$ cat src/rtl/uart_rx_frame_ctrl_if.sv
// Frame controller bus: shifter frame input, host-side byte drain, and status.
// Build option RX_PARITY_EN (in the controller) decides whether parity_err is live.
interface uart_rx_frame_ctrl_if #(
  parameter int FIFO_DEPTH = 4
);
  localparam int CNT_W = $clog2(FIFO_DEPTH) + 1;

  logic             frame_valid;
  logic [10:0]      frame_data;
  logic             rd_ready;
  logic             err_clr;
  logic [7:0]       rd_data;
  logic             rd_valid;
  logic [CNT_W-1:0] fifo_count;
  logic             frame_err;
  logic             parity_err;
  logic             overrun;
  logic             busy;

  modport master (
    output frame_valid, frame_data, rd_ready, err_clr,
    input  rd_data, rd_valid, fifo_count, frame_err, parity_err, overrun, busy
  );

  modport slave (
    input  frame_valid, frame_data, rd_ready, err_clr,
    output rd_data, rd_valid, fifo_count, frame_err, parity_err, overrun, busy
  );
endinterface

$ cat src/rtl/uart_rx_frame_ctrl.sv
// UART RX frame checker + byte FIFO; frame bytes land 3 cycles after the frame_valid rise,
// no bypass, host drains on rd_valid && rd_ready. Macro RX_PARITY_EN enables parity checking.
module uart_rx_frame_ctrl #(
  parameter int FIFO_DEPTH = 4,
  parameter int PARITY_ODD = 0
) (
  input logic              baud_clk,
  input logic              rst_n,
  uart_rx_frame_ctrl_if.slave bus
);
  localparam int AW = $clog2(FIFO_DEPTH);
  localparam int PW = AW + 1;

  if (FIFO_DEPTH < 2 || FIFO_DEPTH > 16 || (FIFO_DEPTH & (FIFO_DEPTH - 1)) != 0 ||
      PARITY_ODD < 0 || PARITY_ODD > 1) begin : g_bad_cfg
    $error("uart_rx_frame_ctrl: FIFO_DEPTH must be a power of two in 2..16, PARITY_ODD 0 or 1");
  end

  typedef enum logic [1:0] {
    IDLE  = 2'd0,
    CHECK = 2'd1,
    PUSH  = 2'd2,
    DROP  = 2'd3
  } state_t;

  state_t          state_q, state_d;
  logic            fv_q, fv_d;
  logic [10:0]     shadow_q, shadow_d;
  logic [PW-1:0]   wr_ptr_q, wr_ptr_d;
  logic [PW-1:0]   rd_ptr_q, rd_ptr_d;
  logic [7:0]      mem_q [FIFO_DEPTH];
  logic [7:0]      mem_d [FIFO_DEPTH];
  logic            frame_err_q, frame_err_d;
  logic            overrun_q, overrun_d;

  logic            frame_evt;
  logic            start_bad, stop_bad, par_bad, any_bad;
  logic            fifo_empty, fifo_full, pop;
  logic            latch_en, check_en, push_en, busy;
  logic            wr_en, push_lost;

  assign frame_evt = bus.frame_valid & ~fv_q;

  assign start_bad = shadow_q[0];
  assign stop_bad  = ~shadow_q[10];
`ifdef RX_PARITY_EN
  logic parity_err_q, parity_err_d;
  // Reduction over data + parity bit is 0 for a good even-parity frame.
  assign par_bad = (^shadow_q[9:1]) ^ PARITY_ODD[0];
`else
  assign par_bad = 1'b0;
`endif
  assign any_bad = start_bad | stop_bad | par_bad;

  assign fifo_empty = (wr_ptr_q == rd_ptr_q);
  assign fifo_full  = (wr_ptr_q[AW-1:0] == rd_ptr_q[AW-1:0]) && (wr_ptr_q[AW] != rd_ptr_q[AW]);
  assign pop        = ~fifo_empty & bus.rd_ready;

  // FSM: state register
  always_ff @(posedge baud_clk or negedge rst_n) begin
    if (!rst_n) state_q <= IDLE;
    else        state_q <= state_d;
  end

  // FSM: next state
  always_comb begin
    state_d = state_q;
    case (state_q)
      IDLE:    if (frame_evt) state_d = CHECK;
      CHECK:   state_d = any_bad ? DROP : PUSH;
      PUSH:    state_d = IDLE;
      DROP:    state_d = IDLE;
      default: state_d = IDLE;
    endcase
  end

  // FSM: outputs
  always_comb begin
    busy     = 1'b1;
    latch_en = 1'b0;
    check_en = 1'b0;
    push_en  = 1'b0;
    case (state_q)
      IDLE: begin
        busy     = 1'b0;
        latch_en = frame_evt;
      end
      CHECK:   check_en = 1'b1;
      PUSH:    push_en  = 1'b1;
      default: ;
    endcase
  end

  // A same-cycle pop frees the slot, so a push to a full FIFO still lands.
  assign wr_en     = push_en & (~fifo_full | pop);
  assign push_lost = push_en & fifo_full & ~pop;

  always_comb begin
    fv_d     = bus.frame_valid;
    shadow_d = latch_en ? bus.frame_data : shadow_q;
    mem_d    = mem_q;
    if (wr_en) mem_d[wr_ptr_q[AW-1:0]] = shadow_q[8:1];
    wr_ptr_d = wr_ptr_q + PW'(wr_en);
    rd_ptr_d = rd_ptr_q + PW'(pop);

    // Sticky flags: a set in the same cycle as err_clr wins.
    frame_err_d = (frame_err_q & ~bus.err_clr) | (check_en & (start_bad | stop_bad));
    overrun_d   = (overrun_q & ~bus.err_clr) | push_lost | (frame_evt & (state_q != IDLE));
  end

  always_ff @(posedge baud_clk or negedge rst_n) begin
    if (!rst_n) begin
      fv_q        <= 1'b0;
      shadow_q    <= 11'h7FF;
      wr_ptr_q    <= '0;
      rd_ptr_q    <= '0;
      frame_err_q <= 1'b0;
      overrun_q   <= 1'b0;
      for (int i = 0; i < FIFO_DEPTH; i++) mem_q[i] <= 8'h00;
    end else begin
      fv_q        <= fv_d;
      shadow_q    <= shadow_d;
      wr_ptr_q    <= wr_ptr_d;
      rd_ptr_q    <= rd_ptr_d;
      frame_err_q <= frame_err_d;
      overrun_q   <= overrun_d;
      mem_q       <= mem_d;
    end
  end

`ifdef RX_PARITY_EN
  always_comb begin
    parity_err_d = (parity_err_q & ~bus.err_clr) | (check_en & par_bad);
  end

  always_ff @(posedge baud_clk or negedge rst_n) begin
    if (!rst_n) parity_err_q <= 1'b0;
    else        parity_err_q <= parity_err_d;
  end

  assign bus.parity_err = parity_err_q;
`else
  assign bus.parity_err = 1'b0;
`endif

  assign bus.rd_data    = mem_q[rd_ptr_q[AW-1:0]];
  assign bus.rd_valid   = ~fifo_empty;
  assign bus.fifo_count = wr_ptr_q - rd_ptr_q;
  assign bus.frame_err  = frame_err_q;
  assign bus.overrun    = overrun_q;
  assign bus.busy       = busy;

endmodule

$ cat src/flat_wrapper.sv
// flat-port wrapper written by rule: the top's interface ports become plain ports
module uart_rx_frame_ctrl_flat 
#(
  parameter int FIFO_DEPTH = 4,
  parameter int PARITY_ODD = 0
)
  (baud_clk, rst_n, bus_frame_valid, bus_frame_data, bus_rd_ready, bus_err_clr, bus_rd_data, bus_rd_valid, bus_fifo_count, bus_frame_err, bus_parity_err, bus_overrun, bus_busy);
  uart_rx_frame_ctrl_if #(.FIFO_DEPTH(FIFO_DEPTH)) bus_i ();
  input logic baud_clk;
  input logic rst_n;
  input wire logic [$bits(bus_i.frame_valid)-1:0] bus_frame_valid;
  input wire logic [$bits(bus_i.frame_data)-1:0] bus_frame_data;
  input wire logic [$bits(bus_i.rd_ready)-1:0] bus_rd_ready;
  input wire logic [$bits(bus_i.err_clr)-1:0] bus_err_clr;
  output wire logic [$bits(bus_i.rd_data)-1:0] bus_rd_data;
  output wire logic [$bits(bus_i.rd_valid)-1:0] bus_rd_valid;
  output wire logic [$bits(bus_i.fifo_count)-1:0] bus_fifo_count;
  output wire logic [$bits(bus_i.frame_err)-1:0] bus_frame_err;
  output wire logic [$bits(bus_i.parity_err)-1:0] bus_parity_err;
  output wire logic [$bits(bus_i.overrun)-1:0] bus_overrun;
  output wire logic [$bits(bus_i.busy)-1:0] bus_busy;
  assign bus_i.frame_valid = bus_frame_valid;
  assign bus_i.frame_data = bus_frame_data;
  assign bus_i.rd_ready = bus_rd_ready;
  assign bus_i.err_clr = bus_err_clr;
  assign bus_rd_data = bus_i.rd_data;
  assign bus_rd_valid = bus_i.rd_valid;
  assign bus_fifo_count = bus_i.fifo_count;
  assign bus_frame_err = bus_i.frame_err;
  assign bus_parity_err = bus_i.parity_err;
  assign bus_overrun = bus_i.overrun;
  assign bus_busy = bus_i.busy;
  uart_rx_frame_ctrl #(.FIFO_DEPTH(FIFO_DEPTH), .PARITY_ODD(PARITY_ODD)) u_core (.baud_clk(baud_clk), .rst_n(rst_n), .bus(bus_i));
endmodule
$ cat config.mk
export PLATFORM = sky130hd
export DESIGN_NAME = uart_rx_frame_ctrl_flat
export DESIGN_NICKNAME = d
export VERILOG_FILES = /design/src/rtl/uart_rx_frame_ctrl_if.sv /design/src/rtl/uart_rx_frame_ctrl.sv /design/src/flat_wrapper.sv
export SDC_FILE = /design/constraint.sdc
export NUM_CORES = 1
export LEC_CHECK = 0
export CAP_MARGIN = 10
export CORE_MARGIN = 2
export CORE_UTILIZATION = 50
export CTS_CLUSTER_SIZE = 40
export DETAILED_ROUTE_END_ITERATION = 12
export GPL_ROUTABILITY_DRIVEN = 0
export PLACE_DENSITY = 0.74
export SKIP_CTS_REPAIR_TIMING = 1
export SLEW_MARGIN = 0
export SYNTH_ARGS = -nofsm -noshare
export SYNTH_HDL_FRONTEND = slang
export SYNTH_SLANG_ARGS = --single-unit
$ cat constraint.sdc
create_clock -name baud_clk -period 3.2 [get_ports baud_clk]
set_input_delay 0.8 -clock baud_clk [delete_from_list [all_inputs] [get_ports baud_clk]]
set_output_delay 0.8 -clock baud_clk [all_outputs]
set_load 0.02 [all_outputs]
==> results.ini <==
[sta]
max_slew_margin_pct=62.7
finalMaxSlewViolations=0
period_share_pct=93.0
finalHoldViolations=0
fin_crit_ps=2980
clock_skew_ps=15.3
fmax_mhz=336
fin_ws_ps=224
rsz0062_at_grt=no
report.final.setup_viol=0
worst_slew_pin_slew_ps=559
setup_tns_ps=0

[final_layout]
nNetsFinal=208
finalNonFillerCells=240
syn2layout_area_growth_pct=20.4
final_common_cell=dfrtp_1
num-fill-cells=358
final_layout_size_suffix_gt1_share_pct=42.5
final_cell_mix=dfrtp_1 (43), mux2_2 (41), clkdlybuf4s50_1 (28)
fin_util_pct=61.3
num_antenna_cells=0
design_area_mm2=0.00286

[critical_path]
cp.required_ps=2400
criticalPathCategory=reg2out
reg2regPathDepth=5
arrival_ps=2180
endpoint_kind=output pin
reg2reg_slack_ps=1130
critPathMaxFanout=6
start_kind=flip-flop

[yosys]
ys_ff_latch=53
synth_area_mm2=0.00237
synth_cells=150
synth_cell_types=33
ys_seq_area_share_pct=56.4
syn_avg_cell_area_um2=15.8
yosys_warnings=0
synth_top_cell_area_share_pct=45.4
synth_top_area_cell=dfrtp_1
synth_area_leaders=dfrtp_1 (45%), mux2_2 (19%), dfstp_2 (11%), mux4_2 (7.6%), ha_1 (3.2%)
syn_nets=173

[placed_design]
place_inst=231
dpl_cell_area_mm2=0.00272
port-buffer-count=29
pre_cts_ws_ps=555
dp_hpwl_um=3060

[route]
viasPerCell=5.70
drc_errors=0
wl_per_cell_um=18.3
wirelength_um=4400
firstDrtPassIters=4
vias=1367
ant_nets=0
drt_iter0_drc=38

[die]
chipHeight_um=72.9
core_mm2=0.00466
die_x_um=72.9
initial_core_util_pct=50.9
die_area_mm2=0.00531
io_pins=32
num_rows=25

[cts]
htreeDepth=2
cts_sinks=53
cts_root_buf=clkbuf_8
cts_tree=built
insertion_delay_ps=300
cts_inserted_buffers=5
path_clk_slew_ps=90
cts_buffer_depth=2

[power_and_ir_drop]
switching_share_pct=35.1
peakVddDrop_mv=0.587
power_frac_comb_pct=47.2
seqPwrFrac_pct=38.7
powerDensity_mw_per_mm2=1160
p_switching_w=0.00116
p_int_w=0.00215
p_leak_nw=1.25
clkPwrFrac_pct=14.1

[global_route]
grt_max_degree=52
grt_pass1_wl_um=7450
grtUsageTotal_pct=18.8
antenna_found_initial=0
first_global_vias=1539
grt_overflow=0

[job]
drv_cap=0

[hold_path]
hp-class=in2async

[run_status]
status=finished, final reports clean

-- per-stage QoR --
| stage | power, W | hold WS, ps |
|---|---|---|
| global placement | 0.00277 | 468 |
| floorplan | 0.00227 | 459 |
| finish | 0.00332 | 455 |
| global route | 0.00353 | 486 |
| CTS | 0.00335 | 508 |
| detailed placement | 0.00288 | 486 |
-- worst paths after layout --
path | startpoint | end
max | u_core.wr_ptr_q[0] | bus_fifo_count[2]
min | rst_n | u_core.rd_ptr_q[2]
max reg2reg | u_core.rd_ptr_q[1] | u_core.mem_q[11]
min reg2reg | u_core.mem_q[13] | u_core.mem_q[13]
max in group asynchronous | rst_n | u_core.shadow_q[2]
min in group baud_clk | u_core.mem_q[13] | u_core.mem_q[13]
-- routing by layer --
layer	track usage, %	share of wire, %
met2	32.8	54
met4	6.58	1.2
met5	0	0
met3	4.14	3.9
met1	23.1	40
-- state kept, by name, summed over array words and instances, names as in the netlist --
signal	cells
u_core.rd_ptr_q	3
u_core.bus.frame_err	1
u_core.shadow_q	10
u_core.bus.overrun	1
u_core.fv_q	1
u_core.wr_ptr_q	3
u_core.state_q	2
u_core.mem_q	32
-- Yosys cell counts --
master / count
mux2_1: 1
dfrtp_1: 43
o21ai_0: 3
and2_1: 1
buf_2: 2
xor2_1: 2
xnor2_2: 1
nor2b_1: 1
o31ai_1: 1
ha_1: 6
nor4b_1: 1
inv_1: 8
nand3_1: 1
o21a_1: 1
and4b_1: 1
conb_1: 1
o21ai_2: 3
nor2_1: 1
buf_6: 1
dfstp_2: 10
mux4_2: 8
nor4bb_1: 2
nand2b_1: 1
clkbuf_1: 1
fa_1: 1
xnor2_1: 1
or2_2: 1
mux2_2: 41
nor3b_1: 1
a22o_1: 1
nor2_8: 1
buf_4: 1
nand3b_2: 1
-- cell type report --
| class | instances | area, µm² | share of cell area [%] |
|---|---|---|---|
| Timing Repair Buffer | 33 | 328 | 11.5 |
| Clock inverter | 2 | 37.5 | 1.31 |
| Tap cell | 54 | 67.6 | 2.37 |
| Sequential cell | 53 | 1340 | 46.9 |
| Inverter | 8 | 30.0 | 1.05 |
| Clock buffer | 6 | 82.6 | 2.89 |
| Multi-Input combinational cell | 84 | 971 | 34.0 |
-- power groups by stage --
stage                     Combinational, W  Clock, W  Sequential (W)
after detailed placement           0.00158         0         0.00130
after global routing               0.00169  0.000505         0.00133
after CTS                          0.00159  0.000479         0.00128
after global placement             0.00152         0         0.00125
after floorplan                    0.00104         0         0.00122
final                              0.00157  0.000467         0.00128
-- logic make-up after synthesis --
logic type | after synthesis | synth area share (%)
flops | 53 | 56.4
xor+xnor | 4 | 1.79
buf+inv | 13 | 2.64
fa+ha+maj | 7 | 4.01
mux | 50 | 27.5
other cells | 1 | 0.158
simple gates | 13 | 4.69
compound gates | 9 | 2.74
-- worst max-delay path, stage by stage, from the launching register on --
cell	delay, ps
dfrtp_1	440
inv_1	70
ha_1	190
fa_1	380
xnor2_1	170
clkdlybuf4s50_1	620
Note: power is estimated with default switching activity, not from simulation.
